--- config.mk ---
export PLATFORM = sky130hd
export DESIGN_NAME = mips_boot_loader
export DESIGN_NICKNAME = d
export VERILOG_FILES = /design/src/rtl/mips_boot_pkg.sv /design/src/rtl/mips_boot_loader.sv
export SDC_FILE = /design/constraint.sdc
export NUM_CORES = 1
export LEC_CHECK = 0
export ABC_AREA = 0
export CELL_PAD_IN_SITES_DETAIL_PLACEMENT = 0
export CELL_PAD_IN_SITES_GLOBAL_PLACEMENT = 1
export CORE_MARGIN = 1
export CORE_UTILIZATION = 39
export DETAILED_ROUTE_END_ITERATION = 12
export PLACE_DENSITY_LB_ADDON = 0.1
export SKIP_CTS_REPAIR_TIMING = 1
export SLEW_MARGIN = 10
export SYNTH_ARGS = -nofsm -noshare
export SYNTH_HDL_FRONTEND = slang
export SYNTH_SLANG_ARGS = --single-unit
--- constraint.sdc ---
create_clock -name Clk -period 3.8 [get_ports Clk]
set_input_delay 1.14 -clock Clk [delete_from_list [all_inputs] [get_ports Clk]]
set_output_delay 1.14 -clock Clk [all_outputs]
set_load 0.05 [all_outputs]
--- src/rtl/mips_boot_pkg.sv ---
// Shared types for the MIPS boot/run controller: load targets, controller states and header decode.
package mips_boot_pkg;

    typedef enum logic [1:0] {
        TGT_IMEM  = 2'b00,
        TGT_DMEM  = 2'b01,
        TGT_REG   = 2'b10,
        TGT_START = 2'b11
    } tgt_e;

    typedef enum logic [2:0] {
        IDLE,
        LOAD,
        RUN,
        DONE,
        ERR
    } state_e;

    localparam int TGT_MSB    = 31;
    localparam int TGT_LSB    = 30;
    localparam int CNT_MSB    = 29;
    localparam int CNT_LSB    = 16;
    localparam int BASE_MSB   = 15;
    localparam int BASE_LSB   = 0;
    localparam int HDR_CNT_W  = CNT_MSB - CNT_LSB + 1;
    localparam int HDR_BASE_W = BASE_MSB - BASE_LSB + 1;

    typedef struct packed {
        tgt_e                  tgt;
        logic [HDR_CNT_W-1:0]  count;
        logic [HDR_BASE_W-1:0] base;
    } hdr_t;

    function automatic hdr_t hdr_decode(input logic [31:0] word);
        hdr_t h;
        h.tgt   = tgt_e'(word[TGT_MSB:TGT_LSB]);
        h.count = word[CNT_MSB:CNT_LSB];
        h.base  = word[BASE_MSB:BASE_LSB];
        return h;
    endfunction

endpackage

--- src/rtl/mips_boot_loader.sv ---
// Boot/run controller: streams headers+payload into imem/dmem/regfile, then runs the core against a cycle budget.
// Optional PC self-loop halt detection is enabled by defining MIPS_BOOT_PC_HALT_EN.
module mips_boot_loader
    import mips_boot_pkg::*;
#(
    parameter int DATA_W  = 32,
    parameter int IMEM_AW = 8,
    parameter int DMEM_AW = 8,
    parameter int REG_AW  = 5,
    parameter int CNT_W   = 32
) (
    input  logic                Clk,
    input  logic                Rst_n,
    input  logic                LdValid,
    output logic                LdReady,
    input  logic [DATA_W-1:0]   LdData,
    input  logic                Abort,
    input  logic [DATA_W-1:0]   PcIn,
    output logic                CpuRst,
    output logic                ImemWe,
    output logic [IMEM_AW-1:0]  ImemAddr,
    output logic                DmemWe,
    output logic [DMEM_AW-1:0]  DmemAddr,
    output logic                RegWe,
    output logic [REG_AW-1:0]   RegAddr,
    output logic [DATA_W-1:0]   WrData,
    output logic                Busy,
    output logic                Done,
    output logic                Err,
    output logic                Halted,
    output logic [CNT_W-1:0]    CycleCount
);

    localparam logic [HDR_BASE_W-1:0] IMEM_MASK = HDR_BASE_W'((32'd1 << IMEM_AW) - 32'd1);
    localparam logic [HDR_BASE_W-1:0] DMEM_MASK = HDR_BASE_W'((32'd1 << DMEM_AW) - 32'd1);
    localparam logic [HDR_BASE_W-1:0] REG_MASK  = HDR_BASE_W'((32'd1 << REG_AW) - 32'd1);
    localparam logic [HDR_BASE_W-1:0] ADDR_ONE  = HDR_BASE_W'(1);
    localparam logic [HDR_CNT_W-1:0]  CNT_ONE   = HDR_CNT_W'(1);
    localparam logic [CNT_W-1:0]      CYC_ONE   = CNT_W'(1);

    function automatic logic [HDR_BASE_W-1:0] tgt_mask(input tgt_e t);
        case (t)
            TGT_IMEM: return IMEM_MASK;
            TGT_DMEM: return DMEM_MASK;
            default:  return REG_MASK;
        endcase
    endfunction

    state_e                 state_q, state_d;
    tgt_e                   tgt_q, tgt_d;
    logic [HDR_BASE_W-1:0]  addr_q, addr_d;
    logic [HDR_CNT_W-1:0]   remaining_q, remaining_d;
    logic [HDR_BASE_W-1:0]  budget_q, budget_d;
    logic [CNT_W-1:0]       cycle_q, cycle_d;
    logic                   ld_ready_q, ld_ready_d;
    logic                   cpu_rst_q, cpu_rst_d;
    logic                   imem_we_q, imem_we_d;
    logic                   dmem_we_q, dmem_we_d;
    logic                   reg_we_q, reg_we_d;
    logic [IMEM_AW-1:0]     imem_addr_q, imem_addr_d;
    logic [DMEM_AW-1:0]     dmem_addr_q, dmem_addr_d;
    logic [REG_AW-1:0]      reg_addr_q, reg_addr_d;
    logic [DATA_W-1:0]      wr_data_q, wr_data_d;

    hdr_t                   hdr;
    logic                   hs;
    logic [CNT_W-1:0]       cycle_inc;
    logic                   budget_hit;

`ifdef MIPS_BOOT_PC_HALT_EN
    logic [DATA_W-1:0]      pc_prev_q, pc_prev_d;
    logic                   pc_valid_q, pc_valid_d;
    logic                   pc_same_q, pc_same_d;
    logic                   halted_q, halted_d;
    logic                   pc_same;
    logic                   pc_halt;

    // A PC is only comparable once its predecessor was also sampled in RUN.
    assign pc_same = (state_q == RUN) && pc_valid_q && (PcIn == pc_prev_q);
    assign pc_halt = pc_same && pc_same_q;
    assign Halted  = halted_q;
`else
    logic unused_pc;
    assign unused_pc = ^PcIn;
    assign Halted    = 1'b0;
`endif

    always_comb begin
        state_d     = state_q;
        tgt_d       = tgt_q;
        addr_d      = addr_q;
        remaining_d = remaining_q;
        budget_d    = budget_q;
        cycle_d     = cycle_q;
        imem_we_d   = 1'b0;
        dmem_we_d   = 1'b0;
        reg_we_d    = 1'b0;
        imem_addr_d = imem_addr_q;
        dmem_addr_d = dmem_addr_q;
        reg_addr_d  = reg_addr_q;
        wr_data_d   = wr_data_q;
        hdr         = hdr_decode(LdData[31:0]);
        hs          = LdValid & ld_ready_q;
        cycle_inc   = (&cycle_q) ? cycle_q : cycle_q + CYC_ONE;
        budget_hit  = (budget_q != '0) && (cycle_inc == CNT_W'(budget_q));
`ifdef MIPS_BOOT_PC_HALT_EN
        pc_prev_d   = PcIn;
        pc_valid_d  = (state_q == RUN);
        pc_same_d   = pc_same;
        halted_d    = halted_q;
`endif

        case (state_q)
            IDLE: begin
                if (hs) begin
                    if (hdr.tgt == TGT_START) begin
                        state_d  = RUN;
                        budget_d = hdr.base;
                        cycle_d  = '0;
                    end else if ((hdr.base & ~tgt_mask(hdr.tgt)) != '0) begin
                        state_d = ERR;
                    end else if (hdr.count != '0) begin
                        state_d     = LOAD;
                        tgt_d       = hdr.tgt;
                        addr_d      = hdr.base;
                        remaining_d = hdr.count;
                    end
                end
            end
            LOAD: begin
                if (hs) begin
                    wr_data_d = LdData;
                    case (tgt_q)
                        TGT_IMEM: begin
                            imem_we_d   = 1'b1;
                            imem_addr_d = addr_q[IMEM_AW-1:0];
                        end
                        TGT_DMEM: begin
                            dmem_we_d   = 1'b1;
                            dmem_addr_d = addr_q[DMEM_AW-1:0];
                        end
                        TGT_REG: begin
                            // $zero is hardwired in the core: consume the word but never write it.
                            reg_we_d   = (addr_q[REG_AW-1:0] != '0);
                            reg_addr_d = addr_q[REG_AW-1:0];
                        end
                        default: ;
                    endcase
                    addr_d      = (addr_q + ADDR_ONE) & tgt_mask(tgt_q);
                    remaining_d = remaining_q - CNT_ONE;
                    if (remaining_q == CNT_ONE) begin
                        state_d = IDLE;
                    end
                end
            end
            RUN: begin
                cycle_d = cycle_inc;
                if (Abort || budget_hit) begin
                    state_d = DONE;
                end
`ifdef MIPS_BOOT_PC_HALT_EN
                else if (pc_halt) begin
                    state_d  = DONE;
                    halted_d = 1'b1;
                end
`endif
            end
            default: ;
        endcase

        ld_ready_d = (state_d == IDLE) || (state_d == LOAD);
        cpu_rst_d  = (state_d != RUN);
    end

    always_ff @(posedge Clk or negedge Rst_n) begin
        if (!Rst_n) begin
            state_q     <= IDLE;
            tgt_q       <= TGT_IMEM;
            addr_q      <= '0;
            remaining_q <= '0;
            budget_q    <= '0;
            cycle_q     <= '0;
            ld_ready_q  <= 1'b0;
            cpu_rst_q   <= 1'b1;
            imem_we_q   <= 1'b0;
            dmem_we_q   <= 1'b0;
            reg_we_q    <= 1'b0;
            imem_addr_q <= '0;
            dmem_addr_q <= '0;
            reg_addr_q  <= '0;
            wr_data_q   <= '0;
`ifdef MIPS_BOOT_PC_HALT_EN
            pc_prev_q   <= '0;
            pc_valid_q  <= 1'b0;
            pc_same_q   <= 1'b0;
            halted_q    <= 1'b0;
`endif
        end else begin
            state_q     <= state_d;
            tgt_q       <= tgt_d;
            addr_q      <= addr_d;
            remaining_q <= remaining_d;
            budget_q    <= budget_d;
            cycle_q     <= cycle_d;
            ld_ready_q  <= ld_ready_d;
            cpu_rst_q   <= cpu_rst_d;
            imem_we_q   <= imem_we_d;
            dmem_we_q   <= dmem_we_d;
            reg_we_q    <= reg_we_d;
            imem_addr_q <= imem_addr_d;
            dmem_addr_q <= dmem_addr_d;
            reg_addr_q  <= reg_addr_d;
            wr_data_q   <= wr_data_d;
`ifdef MIPS_BOOT_PC_HALT_EN
            pc_prev_q   <= pc_prev_d;
            pc_valid_q  <= pc_valid_d;
            pc_same_q   <= pc_same_d;
            halted_q    <= halted_d;
`endif
        end
    end

    assign LdReady    = ld_ready_q;
    assign CpuRst     = cpu_rst_q;
    assign ImemWe     = imem_we_q;
    assign ImemAddr   = imem_addr_q;
    assign DmemWe     = dmem_we_q;
    assign DmemAddr   = dmem_addr_q;
    assign RegWe      = reg_we_q;
    assign RegAddr    = reg_addr_q;
    assign WrData     = wr_data_q;
    assign Busy       = (state_q == LOAD) || (state_q == RUN);
    assign Done       = (state_q == DONE);
    assign Err        = (state_q == ERR);
    assign CycleCount = cycle_q;

endmodule
# Word-level counts from Yosys, hierarchy flattened
# Cells that the tools add are included.
# totals
ff_bits	141
elab_cells	107
inputBits	68
out_inout_bits	94
# op_classes
eq_ne	18
add_sub_neg	3
mux	40
reduce_logical	25
bitwise_logic	6
# op_table
cell	n
$mux 16	10
$mux 32	3
$mux 14	5
$pmux 32 s2	1
$add 32x1->32 const B	1
$and 16x16->16	2
$eq 32x16->1	1
$pmux 16 s2	1
$reduce_and 32->1	1
$reduce_bool 16->1	2
$pmux 14 s2	1
$mux 3	7
$add 16x1->16 const B	1
$mux 8	2
$not 16->16	1
$reduce_and 3->1	5
$eq 14x1->1 const B	1
$reduce_bool 14->1	1
$sub 14x1->14 const B	1
$ne 2x2->1 const B	6
$mux 1	9
$pmux 3 s3	1
$eq 3x1->1 const B	2
$eq 3x2->1 const B	2
16 further kinds	25

# Logic depth before layout (Yosys ltp)
# depth
ltp_word	15
mapped_depth	12
mapped_depth_nobuf	9

# Worst setup path after synthesis
# No wires, ideal clock.
# synth_path
path_type	in2reg
start	in LdData[25]
end	reg budget_q[10]
slack_ns	0.509
t_arrival_ns	3.163
path_buffers	2
setup_ns	0.127
stages	10
t_required_ns	3.673
path_cell_list	nor4_1 > nand4_1 > and3_1 > and3b_1 > a21o_1 > or3b_1 > buf_2 > nor2_8 > buf_6 > mux2_1
# synth_lines
element	line_no	rtl
from (decl)	mips_boot_loader.sv:16	input logic [DATA_W-1:0] LdData,
to (signal assigned)	mips_boot_loader.sv:203	budget_q <= budget_d;
to (decl)	mips_boot_loader.sv:53	logic [HDR_BASE_W-1:0] budget_q, budget_d;

==> summary.txt <==
Drt
  – DRC violations left: 0
  – Vias per inst: 5.68
  – Via count: 6454
  – DRT Wirelength: 21700 µm
  – DRT iter0 DRCs: 416
  – Post-route ant nets: 0
  – Routed wire per std cell: about 19 µm
  – Router iterations before antenna repair: 4

Floorplan
  – Cell row count: 49
  – DIE HEIGHT: 137 µm
  – Die X: 137 µm
  – Core box area: 18000 µm²
  – Die area: 18900 µm²
  – Initial Util: between 30% and 40%
  – Io pins: 162

Layout
  – Layout area overhead: 35.1%
  – Fin nets: 968
  – Finished layout cell area: 9650 µm²
  – N_diodes: 0
  – Fin util: about 54%
  – Share of cells above drive strength 1: 19.4%

Yosys
  – Sequential-to-total area share from yosys stat: 46.6%
  – Cells after synthesis: roughly 730
  – Leading area contributor after synthesis: dfrtp_1
  – Count leader, synth: dfrtp_1
  – Ys flop type: dfrtp_1
  – Post-synth EDFFs: 0
  – Synth unique cells: 74
  – Syn Std Cell Area: 7150 µm²
  – Mean Syn Cell Area: 9.82 µm²
  – Commonest cells in the netlist: dfrtp_1 (132), o21ai_0 (72), mux2_2 (62), nor2_1 (62), nand2_1 (50)
  – Post-Syn Nets: ~800
  – Ys Warns: 0
  – Top-area cell type share of the netlist area: a little under half
  – Area contributors post-synth: dfrtp_1 (46%), mux2_2 (9.8%), o21ai_0 (5.0%)
  – Number of synthesized register bits: 133
  – Post-synth ARST share: 100%

Power and ir drop
  – Reg power frac: 34.0%
  – Peak VDD IR: 0.453 mV
  – Leakage: 4.10 nW
  – Clock network power share: 21.1%
  – Switching Fraction: 46.4%
  – Psw: 3.64 mW
  – Int Pwr: roughly 4.2 mW
  – Logic gate share of total power: around 45%
  – PwrDens: between 800 and 900 nW/µm²

Setup path
  – CP max stage cell: clkdlybuf4s50_1
  – Crit path required time: between 4 and 5 ns
  – R2R depth: 8
  – R2R Path End: budget_q[15]
  – Largest stage delay, worst path: 0.44 ns
  – CP Launch Type: input pin
  – CP Class: in2reg
  – Cell Chain, Critical Path: clkdlybuf4s50_1 -> nor4_2 -> buf_4 -> nand4_1 -> and3_1 -> and3b_1 -> a21o_1 -> or3b_4 -> nor2_8 -> mux2_2
  – Crit. End Element: register
  – Worst-path fanout max: 18
  – Worst setup endpoint: budget_q[15]
  – Register-to-register setup slack: 0.64 ns
  – RR Startpoint: remaining_q[4]
  – Crit. Startpoint: LdData[25]
  – Arrival time at the worst endpoint: approximately 4 ns

Placed design
  – Gpl congestion: between 0.9 and 1
  – Area after DPL: 9050 µm²
  – Final HPWL DP: 15700 µm
  – Buffers on Ports: 128

Clock network
  – Clk root buf: clkbuf_16
  – CTS Buffer Depth: 2
  – Htree depth: 4
  – CTS Buf Count: 17
  – CTS tree: built
  – CTS sink cnt: 133
  – Clk_lat worst skew: roughly 0.43 ns
  – Worst-path clk slew: 0.06 ns

Timing
  – Worst Hold Slack: 0.509 ns
  – Final Hold Fails: 0
  – Final worst-path cycle share: 96.5%
  – Final Skew: 0.0113 ns
  – Worst Max-Slew Pin Slew: 1.22 ns
  – Rel. slew slack: 18.0%
  – Fin. max-slew vios: 0
  – Post-layout minimum cycle time: 3.67 ns
  – Final setup fails: 0
  – Achievable Freq: 273 MHz
  – Unrepaired setup endpoints after global routing: no

Global routing
  – First-pass GRT wire length: 34700 µm
  – Total global routing overflow: 0
  – Number of global-route vias before repair: between 6000 and 7000
  – Pin count of the biggest net entering global routing: 67
  – GR Util All Layers: 24.1%
  – Antenna violations before repair: 0

Run
  – Maxcap violations: 0

Status
  – Run status: finished clean

Worst hold path
  – HP Class: reg2reg
worst min path at each step:
stage	startpoint	to	slack (ns)	depth (start not counted)
6_report	WrData[0]	WrData[0]	0.51	1
5_1_grt	WrData[0]	WrData[0]	0.52	1
4_1_cts	WrData[0]	WrData[0]	0.51	1
3_5_place_dp	WrData[0]	WrData[0]	0.50	1
3_3_place_gp	WrData[3]	WrData[3]	0.49	1
2_1_floorplan	remaining_q[13]	remaining_q[13]	0.48	1
power groups by stage:
stage / Sequential, mW / Combinational (mW) / Clock (mW)
2_1_floorplan: 3.45 / 1.42 / 0
3_3_place_gp: 2.64 / 3.49 / 0
3_5_place_dp: 2.68 / 3.52 / 0
4_1_cts: 2.66 / 3.53 / 1.70
5_1_grt: 2.76 / 3.78 / 1.76
6_report: 2.66 / 3.52 / 1.66
placed cells by master, fill, tap and decap left out, types with 6 or more instances in the layout:
master	count
a21oi_1	49
a31oi_1	9
and2_1	6
and3_1	11
and4_1	7
buf_4	63
clkbuf_16	17
clkdlybuf4s50_1	126
dfrtp_1	132
inv_1	10
inv_6	6
mux2_1	11
mux2_2	62
nand2_1	50
nand3_1	18
nand4_1	17
nor2_1	61
nor3_1	19
nor4_1	21
o21ai_0	72
xnor2_1	14
xor2_1	10
logic make-up (layout without fill, tap and decap cells):
group | after synthesis | count (layout) | share of synthesized area, %
AOI/OAI and AO/OA | 189 | 189 | 16.1
xor gates and xnor gates | 24 | 24 | 2.94
adders and majority gates | 5 | 5 | 0.875
buffers and inverters | 55 | 235 | 3.19
DFF | 133 | 133 | 46.6
muxes | 78 | 78 | 12.2
other | 1 | 1 | 0.0525
and+or+nand+nor | 243 | 243 | 18.1
routing by layer:
metal  part of all wire [%]  global-route usage, %  vias up
met5                      0                      0        -
met4                    1.3                   7.02        0
met3                    4.8                   5.22       25
met2                     49                   40.0      170
met1                     45                   31.4     3203
li1                       -                      -     3056
sequential cells by signal (all words and copies together) (netlist names):
| signal | cells |
|---|---|
| LdReady | 1 |
| state_q | 3 |
| DmemWe | 1 |
| budget_q | 16 |
| RegWe | 1 |
| DmemAddr | 8 |
| CycleCount | 32 |
| remaining_q | 14 |
| ImemWe | 1 |
| addr_q | 8 |
| ImemAddr | 8 |
| tgt_q | 2 |
| RegAddr | 5 |
| CpuRst | 1 |
| WrData | 32 |
stage by stage:
| step | TNS [ns] | setup slack (ns) | std cells | power [mW] |
|---|---|---|---|---|
| 6_report | 0 | 0.132 | 1137 | 7.84 |
| 4_1_cts | -0.698 | -0.0663 | 1137 | 7.89 |
| 3_5_place_dp | -20.93 | -0.500 | 1105 | 6.20 |
| 2_1_floorplan | 0 | 0.509 | 728 | 4.88 |
| 5_1_grt | 0 | 0.00395 | 1137 | 8.29 |
| 3_3_place_gp | -18.43 | -0.444 | 1105 | 6.13 |
worst max-delay path: cells and delay by family:
kind | cells | cell delay [ns]
AND/OR/NAND/NOR | 6 | 1.67
multiplexers | 1 | 0.38
AO/OA/AOI/OAI | 1 | 0.19
buffers and inverters | 2 | 0.60
layout make-up:
type / count / area (µm²)
Fill cell: 1636 / 8310
Sequential cell: 133 / 3330
Tap cell: 229 / 287
Clock buffer: 17 / 425
Inverter: 10 / 37.5
Clock inverter: 15 / 159
Multi-Input combinational cell: 540 / 3610
Timing Repair Buffer: 193 / 1810
No activity file was read; power rests on OpenSTA's default activity.
